`config.mk`:
```
export PLATFORM = sky130hd
export DESIGN_NAME = fetch_unit
export DESIGN_NICKNAME = d
export VERILOG_FILES = /design/src/rtl/fetch_unit.sv
export SDC_FILE = /design/constraint.sdc
export NUM_CORES = 1
export LEC_CHECK = 0
export ABC_AREA = 1
export CAP_MARGIN = 10
export CORE_AREA = 10 10 65 67
export CTS_CLUSTER_SIZE = 14
export DETAILED_ROUTE_END_ITERATION = 8
export DIE_AREA = 0 0 75 77
export GPL_TIMING_DRIVEN = 0
export SYNTH_ARGS = -nofsm -noshare
export SYNTH_HDL_FRONTEND = slang
export SYNTH_SLANG_ARGS = --single-unit
```
`constraint.sdc`:
```
create_clock -name clk -period 1.3 [get_ports clk]
set_input_delay 0.13 -clock clk [delete_from_list [all_inputs] [get_ports clk]]
set_output_delay 0.13 -clock clk [all_outputs]
set_load 0.03 [all_outputs]
```
`src/rtl/fetch_unit.sv`:
```
// Instruction fetch stage: owns the PC, fetches the reset vector,
// splits two-byte instructions, and handles stall and branch redirect.
module fetch_unit #(
  parameter int          AW       = 8,
  parameter logic [3:0]  LONG_OP  = 4'hC,
  parameter logic [AW-1:0] VEC_ADDR = '0
) (
  input  logic          clk,
  input  logic          rst,
  input  logic          stall,
  input  logic          redirect,
  input  logic [AW-1:0] redirect_pc,
  output logic [AW-1:0] imem_addr,
  input  logic [7:0]    imem_data,
  output logic [7:0]    ir_new,
  output logic          sf1_out,
  output logic          ld,
  output logic          flush,
  output logic [AW-1:0] pc_next
);

  typedef enum logic [1:0] {
    S_VEC,
    S_OP,
    S_IMM
  } state_t;

  state_t          state;
  logic [AW-1:0]   pc;
  logic [AW-1:0]   vec_pc;
  logic            active;
  logic            is_long;

  // Vector byte widened or narrowed to PC width.
  if (AW > 8) begin : g_wide
    assign vec_pc = {{(AW-8){1'b0}}, imem_data};
  end else begin : g_narrow
    assign vec_pc = imem_data[AW-1:0];
  end

  assign imem_addr = pc;
  assign ir_new    = imem_data;
  assign pc_next   = pc + 1'b1;
  assign is_long   = (imem_data[7:4] == LONG_OP);

  // Output strobes decoded from the current state and control inputs.
  always_comb begin
    active  = (state != S_VEC);
    ld      = active & ~stall & ~redirect;
    flush   = active & redirect;
    sf1_out = (state == S_IMM);
  end

  // PC and state update: vector fetch, then redirect > stall > advance.
  always_ff @(posedge clk or negedge rst) begin
    if (!rst) begin
      state <= S_VEC;
      pc    <= VEC_ADDR;
    end else begin
      unique case (1'b1)
        !active: begin
          pc    <= vec_pc;
          state <= S_OP;
        end
        active && redirect: begin
          pc    <= redirect_pc;
          state <= S_OP;
        end
        active && !redirect && stall: begin
          pc    <= pc;
          state <= state;
        end
        active && !redirect && !stall: begin
          pc    <= pc_next;
          if (state == S_OP && is_long)
            state <= S_IMM;
          else
            state <= S_OP;
        end
        default: begin
          pc    <= pc;
          state <= state;
        end
      endcase
    end
  end

endmodule

```
* After elaboration in Yosys (flattened, before gate mapping)
Index checks and enable logic that the tools add are counted.
Cells by class: multiplexer cells 3, equality and inequality tests 3, $add $sub $neg 1, reduce and logical (&&, ||, !) cells 11, bitwise operators 5
Operator list (count):
- 8-bit case mux with 3 select lines | 1
- 8-bit by 1-bit adder with 8-bit output, second input constant | 1
- 4-bit equality test, second input constant | 1
- 1-bit logical AND | 4
- 2-bit case mux with 2 select lines | 1
- 2-bit nonzero test | 2
- 1-bit AND | 3
- 1-bit logical NOT | 3
- 3-bit nonzero test | 1
- 2-bit by 1-bit equality test with 1-bit output, second input constant | 1
- 2-bit equality test, second input constant | 1
- 2-bit 2-to-1 mux | 1
- 1-bit NOT | 2
- 2-bit OR reduction | 1
Word-level totals: output and inout port bits 27, register bits 10, logic and storage cells 25

* Depth between registers and ports, before layout
Gate-level depths: netlist of run 1.
depth in word-level cells 4, mapped depth 8

* Worst setup path after synthesis of run 1
No wires, ideal clock.
kind register to register, from register pc[1] (netlist: imem_addr[1]), to register pc[4] (netlist: imem_addr[4]), data required time 1.223 ns, arrival time 1.733 ns, buffers on the path 0, period minus slack after synthesis 1.810 ns, cell stages (with the launch flop) 6, path slack -0.510 ns, path through dfrtp_1 -> ha_1 -> nand3_1 -> xnor2_1 -> nand2_1 -> a21oi_1
On the way: word-level cells in the longest chain between the ends 2
RTL lines:
- from (decl) | line 29 | logic [AW-1:0] pc;
- from (signal assigned) | line 62 | pc <= vec_pc;
- from (signal assigned) | line 66 | pc <= redirect_pc;
- from (signal assigned) | line 70 | pc <= pc;
- 8-bit by 1-bit adder with 8-bit output | line 43 | assign pc_next = pc + 1'b1;
- named net pc_next[4] | line 19 | output logic [AW-1:0] pc_next
- 8-bit case mux with 3 select lines | line 60 | unique case (1'b1)
The timed path passes the listed nets, and every way through them passes these cells. A chain may end at the register's enable or synchronous reset.

* Final worst setup path of run 1
from register pc[0] (netlist: imem_addr[0]), to output port pc_next[6]
On the way: word-level cells in the longest chain between the ends 1
RTL lines (line):
- 8-bit by 1-bit adder with 8-bit output | 43
- to (decl) | 19
Every way passes these cells.

==> flow_metrics.tcl, run 1 <==
set metrics [dict create \
    firstDrtPassIters 4 \
    numCtsBuffers 3 \
    hold_violations 0 \
    violations "setup timing" \
    die_y_microns 77 \
    dp_slack_ps -607.7 \
    drv_cap 0 \
    syn_inst 134 \
    critPathArrivalTime_ps 1410 \
    drc 0 \
    finalSetupViolations 10 \
    clkLatencyLatePin_ps 260 \
    synth-seq-area-share_pct 28.86 \
    synthDistinctLibCells 22 \
    dp.cells 213 \
    drv_slew 0 \
    syn2layout_area_growth_pct 96.68 \
    cts.sink_count 10 \
    final_nets 227 \
    port_buffers 46 \
    grt_pass1_vias 1123 \
    synth_area_leaders "dfrtp_1 29%, nand2_1 16%, nor2_1 8.7%, inv_1 7.4%, buf_4 6.9%" \
    power_density_nw_per_um2 1020 \
    startpoint_type "register" \
    routedWlPerCell_microns 13.30 \
    synth_fp_nets 155 \
    rsz0062_at_grt "true" \
    globalplace.congestion 0.8305 \
    vdd_drop_max_mv 0.5378 \
    wirelength_microns 3166 \
    ys_seq_elements 10 \
    seq_area_sq_um 256.5 \
    path_clk_slew_ps 70 \
    multi_input_area_sq_um 604.3 \
    final_layout_size_suffix_gt1_share_pct 43.90 \
    antenna_cells 0 \
    critical_path_class "reg2out" \
    status "finished, violations left" \
    htree_levels 1 \
    grt_antenna_before_repair 0 \
    core_area_sq_um 2978 \
    yosysMostFrequentCell "nand2_1" \
    worstPathRequired_ps 1170 \
    clock_path_buffers 2 \
    synth.cell_area_sq_um 867.1 \
    grt_max_degree 11 \
    drt_iter0_markers 28 \
    hp-class "in2async" \
    fill_cells 288 \
    cts_tree "done" \
    timing_worst_slew_pin_value_ps 502.0 \
    leakagePower_nw 0.8455 \
    grt_pass1_wl_microns 5099 \
    gr-total-overflow 0 \
    yosysTopAreaCellShare_pct 28.86 \
    dp_hpwl_microns 2477 \
    synthFlopType "dfrtp_1" \
    final_cells 238 \
    viasPerCell 4.647 \
    synth_enable_flop_cells 0 \
    setup_ws_ps -239.7 \
    clock.fmax_mhz 649.5 \
    yosys_warnings 0 \
    start_util_pct 29.12 \
    num_io_pins 47 \
    period_minus_slack_ps 1540 \
    netlist_top_cells_count "36 x nand2_1, 20 x nor2_1, 17 x inv_1, 10 x dfrtp_1, 10 x nand3_1" \
    synthArstFlopShare_pct 100.0 \
    reg2reg_setup_slack_ps -220 \
    path_max_fanout 4 \
    cts_root_buffer "clkbuf_4" \
    min_period_over_period_pct 118.4 \
    synth_top_area_cell "dfrtp_1" \
    ant_nets 0 \
    track_usage_pct 11.23 \
    vias 1106 \
    die_area_sq_um 5775 \
    rows 20 \
    die_width_microns 75 \
    synth.avg_cell_area_sq_um 6.471 \
    end_kind "primary output" \
    slew_headroom_pct 66.43 \
    fin_skew_ps 3.319 \
]
==> sequential cells by signal (all words and copies together), names as in the netlist <==
name       flops
state          2
imem_addr      8
==> layout make-up <==
| type | count | area share [%] |
|---|---|---|
| timing repair buffer | 67 | 36.39 |
| multi-input combinational | 94 | 35.44 |
| sequential | 10 | 15.04 |
| inverter | 21 | 4.989 |
| buffer | 9 | 4.182 |
| tap | 33 | 2.421 |
| clock buffer | 4 | 1.541 |
==> kinds of logic after synthesis <==
group | count (synthesis) | share of synthesized area [%]
fa+ha+maj | 1 | 1.443
simple gates | 78 | 42.14
flops | 10 | 28.86
compound gates | 14 | 9.236
buf+inv | 30 | 17.32
xor+xnor | 1 | 1.010
==> through the flow <==
stage	util, %	instance area, sq um	hold slack [ps]	setup TNS [ps]	power [mW]
2_1_floorplan	-	929.6	-165.6	-227.5	0.9682
3_3_place_gp	48.07	1431	518.9	-7335	1.322
3_5_place_dp	48.07	1431	513.3	-7480	1.325
4_1_cts	54.37	1619	225.1	-1401	1.690
5_1_grt	57.27	1705	222.8	-2086	1.857
6_report	57.27	1705	199.8	-1297	1.740
==> per-layer routing <==
metal | GRT usage, % | up-vias | wire, microns
met4 | 5.871 | 0 | 51
met1 | 11.33 | 520 | 1301
met2 | 19.06 | 28 | 1572
met3 | 4.376 | 4 | 241
met5 | 0 | - | 0
li1 | - | 554 | -
==> power by group <==
| part | switching (mW) | internal (mW) | total [mW] |
|---|---|---|---|
| Clock | 0.113 | 0.119 | 0.232 |
| Combinational | 0.586 | 0.505 | 1.09 |
| Sequential | 0.0589 | 0.358 | 0.417 |
| Total | 0.758 | 0.982 | 1.74 |
==> worst paths after layout <==
kind                            cells past startpoint                      from                       end
worst max-delay path                                7  imem_addr[0]$_DFFE_PN0P_                pc_next[6]
worst min-delay path                                1                       rst      state[1]$_DFFE_PN0P_
worst max register to register                     11  imem_addr[0]$_DFFE_PN0P_  imem_addr[6]$_DFFE_PN0P_
worst min register to register                      2  imem_addr[5]$_DFFE_PN0P_  imem_addr[5]$_DFFE_PN0P_
max in group asynchronous                           1                       rst  imem_addr[1]$_DFFE_PN0P_
min in group clk                                    3            redirect_pc[1]  imem_addr[1]$_DFFE_PN0P_
==> layout by cell type, fill, tap and decap left out, drive strengths merged <==
cell type      Yosys  routed
a21oi              7       7
a31oi              2       2
and2               3       3
buf                9      43
clkbuf             0       4
clkdlybuf4s15      0       3
clkdlybuf4s50      0      19
clkinvlp           0       1
dfrtp             10      10
dlygate4sd2        0      11
ha                 1       1
inv               21      20
nand2             39      39
nand3             11      11
nand4              2       2
nor2              22      22
nor3               1       1
o21ai              5       5
xnor2              1       1
==> critical path, stage by stage, from the launching register on <==
cell,delay (ps)
dfrtp_2,430
ha_4,180
nand2_4,60
nor2_4,90
nand2_1,50
nand2_1,70
and2_4,130
buf_6,120
==> repair_timing <==
| item | CTS | global route |
|---|---|---|
| setup endpoints to repair | 27 | 21 |
| buffers inserted | 17 | 4 |
| hold buffers | 0 | 0 |
| endpoints found under the hold margin | 0 | 0 |
| resized for setup | 112 | 22 |
| pin swaps | 12 | 16 |
Note: power is estimated with default switching activity, not from simulation.
==> run 2: changes to the inputs <==
- clock period: 1.3 -> 2 ns (I/O delays scaled with it)
==> run 2 against run 1 <==
Net effect:
- the flow now finishes without violations
- sequential share of layout area increased by 3.0 points
- non-clock buffer count is 21 lower
- via count down 8.9%
- cell count decreased by 8.8%
- largest cell class unchanged
- wire length shrank 7.4%
- setup slack better by 340 ps
- clock power shrank 18%
- first-iteration DRC count up 100%
==> flow_metrics.tcl, run 2 (synthesis results as in run 1) <==
set metrics [dict create \
    critical_path_class "reg2out" \
    clock.fmax_mhz 525.6 \
    period_minus_slack_ps 1903 \
    total_power_mw 0.9770 \
    vias 1008 \
    cts_tree "done" \
    track_usage_pct 10.64 \
    postLayoutCoreUtil_pct 46.85 \
    die_y_microns 77 \
    die_area_sq_um 5775 \
    path_max_fanout 6 \
    cts.sink_count 10 \
    final_common_cell "clkdlybuf4s50_1" \
    min_period_over_period_pct 95.13 \
    end_kind "primary output" \
    grt_pass1_wl_microns 4781 \
    ant_nets 0 \
    hold_violations 0 \
    grt_max_degree 11 \
    cp_cell_sequence "ha_1 -> clkdlybuf4s50_1" \
    power_density_nw_per_um2 700.3 \
    grt_use_met2_pct 16.74 \
    firstDrtPassIters 4 \
    fill_cells 303 \
    reg2reg_setup_slack_ps 710 \
    grt_use_met3_pct 3.990 \
    holdWs_ps 258.8 \
    worstSetupPathDepth 2 \
    reg2reg_depth 7 \
    leakagePower_nw 0.6943 \
    grt_pass1_vias 1049 \
    drc 0 \
    cts_root_buffer "clkbuf_4" \
    critPathBufInv 1 \
    gr-total-overflow 0 \
    htree_levels 1 \
    viasPerCell 4.645 \
    final_nets 206 \
    die_width_microns 75 \
    seq_area_sq_um 251.5 \
    crit_start "imem_addr[0]$_DFFE_PN0P_" \
    drv_slew 0 \
    antenna_cells 0 \
    clkLatencyLatePin_ps 270 \
    slowest_delay_ps 680 \
    placed_area_sq_um 1369 \
    r2r_start "imem_addr[1]$_DFFE_PN0P_" \
    vdd_drop_max_mv 0.3292 \
    use_met1_pct 11.70 \
    timing_worst_slew_pin_value_ps 505.4 \
    syn2layout_area_growth_pct 60.89 \
    grt_antenna_before_repair 0 \
    rows 20 \
    numCtsBuffers 3 \
    postLayoutCellArea_sq_um 1395 \
    routedWlPerCell_microns 13.51 \
    drv_cap 0 \
    drt_iter0_markers 56 \
    port_buffers 46 \
    clock_path_buffers 2 \
    wirelength_microns 2931 \
    dp_hpwl_microns 2507 \
    cpMaxStageDelayCell "clkdlybuf4s50_1" \
    final_layout_size_suffix_gt1_share_pct 15.76 \
    r2r-end "imem_addr[6]$_DFFE_PN0P_" \
    tns_ps 0 \
    startpoint_type "register" \
    finalSetupViolations 0 \
    num_io_pins 47 \
    start_util_pct 29.12 \
    hp-class "in2async" \
    slew_headroom_pct 66.20 \
    largest_register_ffs 8 \
    multi_input_area_sq_um 469.2 \
    worstPathRequired_ps 1800 \
    rsz0062_at_grt "false" \
    cts_setup_buffers 0 \
    path_clk_slew_ps 80 \
    status "complete, no violations" \
    globalplace.congestion 0.8102 \
    grt_busiest_layer "met2" \
    path_delay_family "buffers and inverters" \
    layout_common_cells "38 x clkdlybuf4s50_1, 36 x nand2_1, 19 x nor2_1" \
    fin_skew_ps 5.744 \
    core_area_sq_um 2978 \
    critPathArrivalTime_ps 1700 \
]
[run 2: worst max-delay path by stage]
stage	slack, ps	endpoint
3_3_place_gp	-30	ld
3_5_place_dp	-50	ld
4_1_cts	2	pc_next[6]
2_1_floorplan	190	imem_addr[4]$_DFFE_PN0P_
5_1_grt	8	pc_next[6]
6_report	100	pc_next[1]
[run 2: per-layer routing]
layer / share of wire, % / wire length [microns] / vias to the layer above
li1: - / - / 511
met5: 0 / 0 / -
met4: 2.7 / 79 / 0
met1: 41 / 1213 / 452
met3: 8.9 / 262 / 7
met2: 47 / 1376 / 38
[run 2: area by class of cell]
| class | count | area share, % |
|---|---|---|
| tap | 33 | 2.960 |
| sequential | 10 | 18.03 |
| timing repair buffer | 46 | 32.02 |
| buffer | 9 | 5.112 |
| multi-input combinational | 94 | 33.63 |
| inverter | 21 | 5.650 |
| clock buffer | 4 | 2.601 |
[run 2: timing repair]
item / 4_1_cts / 5_1_grt
gates resized for setup: 8 / 6
endpoints found under the setup margin: 7 / 4
cloned: 0 / 0
hold buffers: 0 / 0
[run 2: power by group]
part / switching (mW) / total, mW / leakage (nW) / internal, mW
sequential: 0.0379 / 0.268 / 0.116 / 0.230
combinational: 0.311 / 0.519 / 0.557 / 0.208
clock: 0.0791 / 0.190 / 0.0210 / 0.111
total: 0.428 / 0.977 / 0.694 / 0.549
[run 2: through the flow]
stage	setup WS [ps]	cells
floorplan	189.5	134
global placement	-33.39	213
detailed placement	-49.66	213
CTS	1.541	217
global route	8.461	217
finish	97.43	217
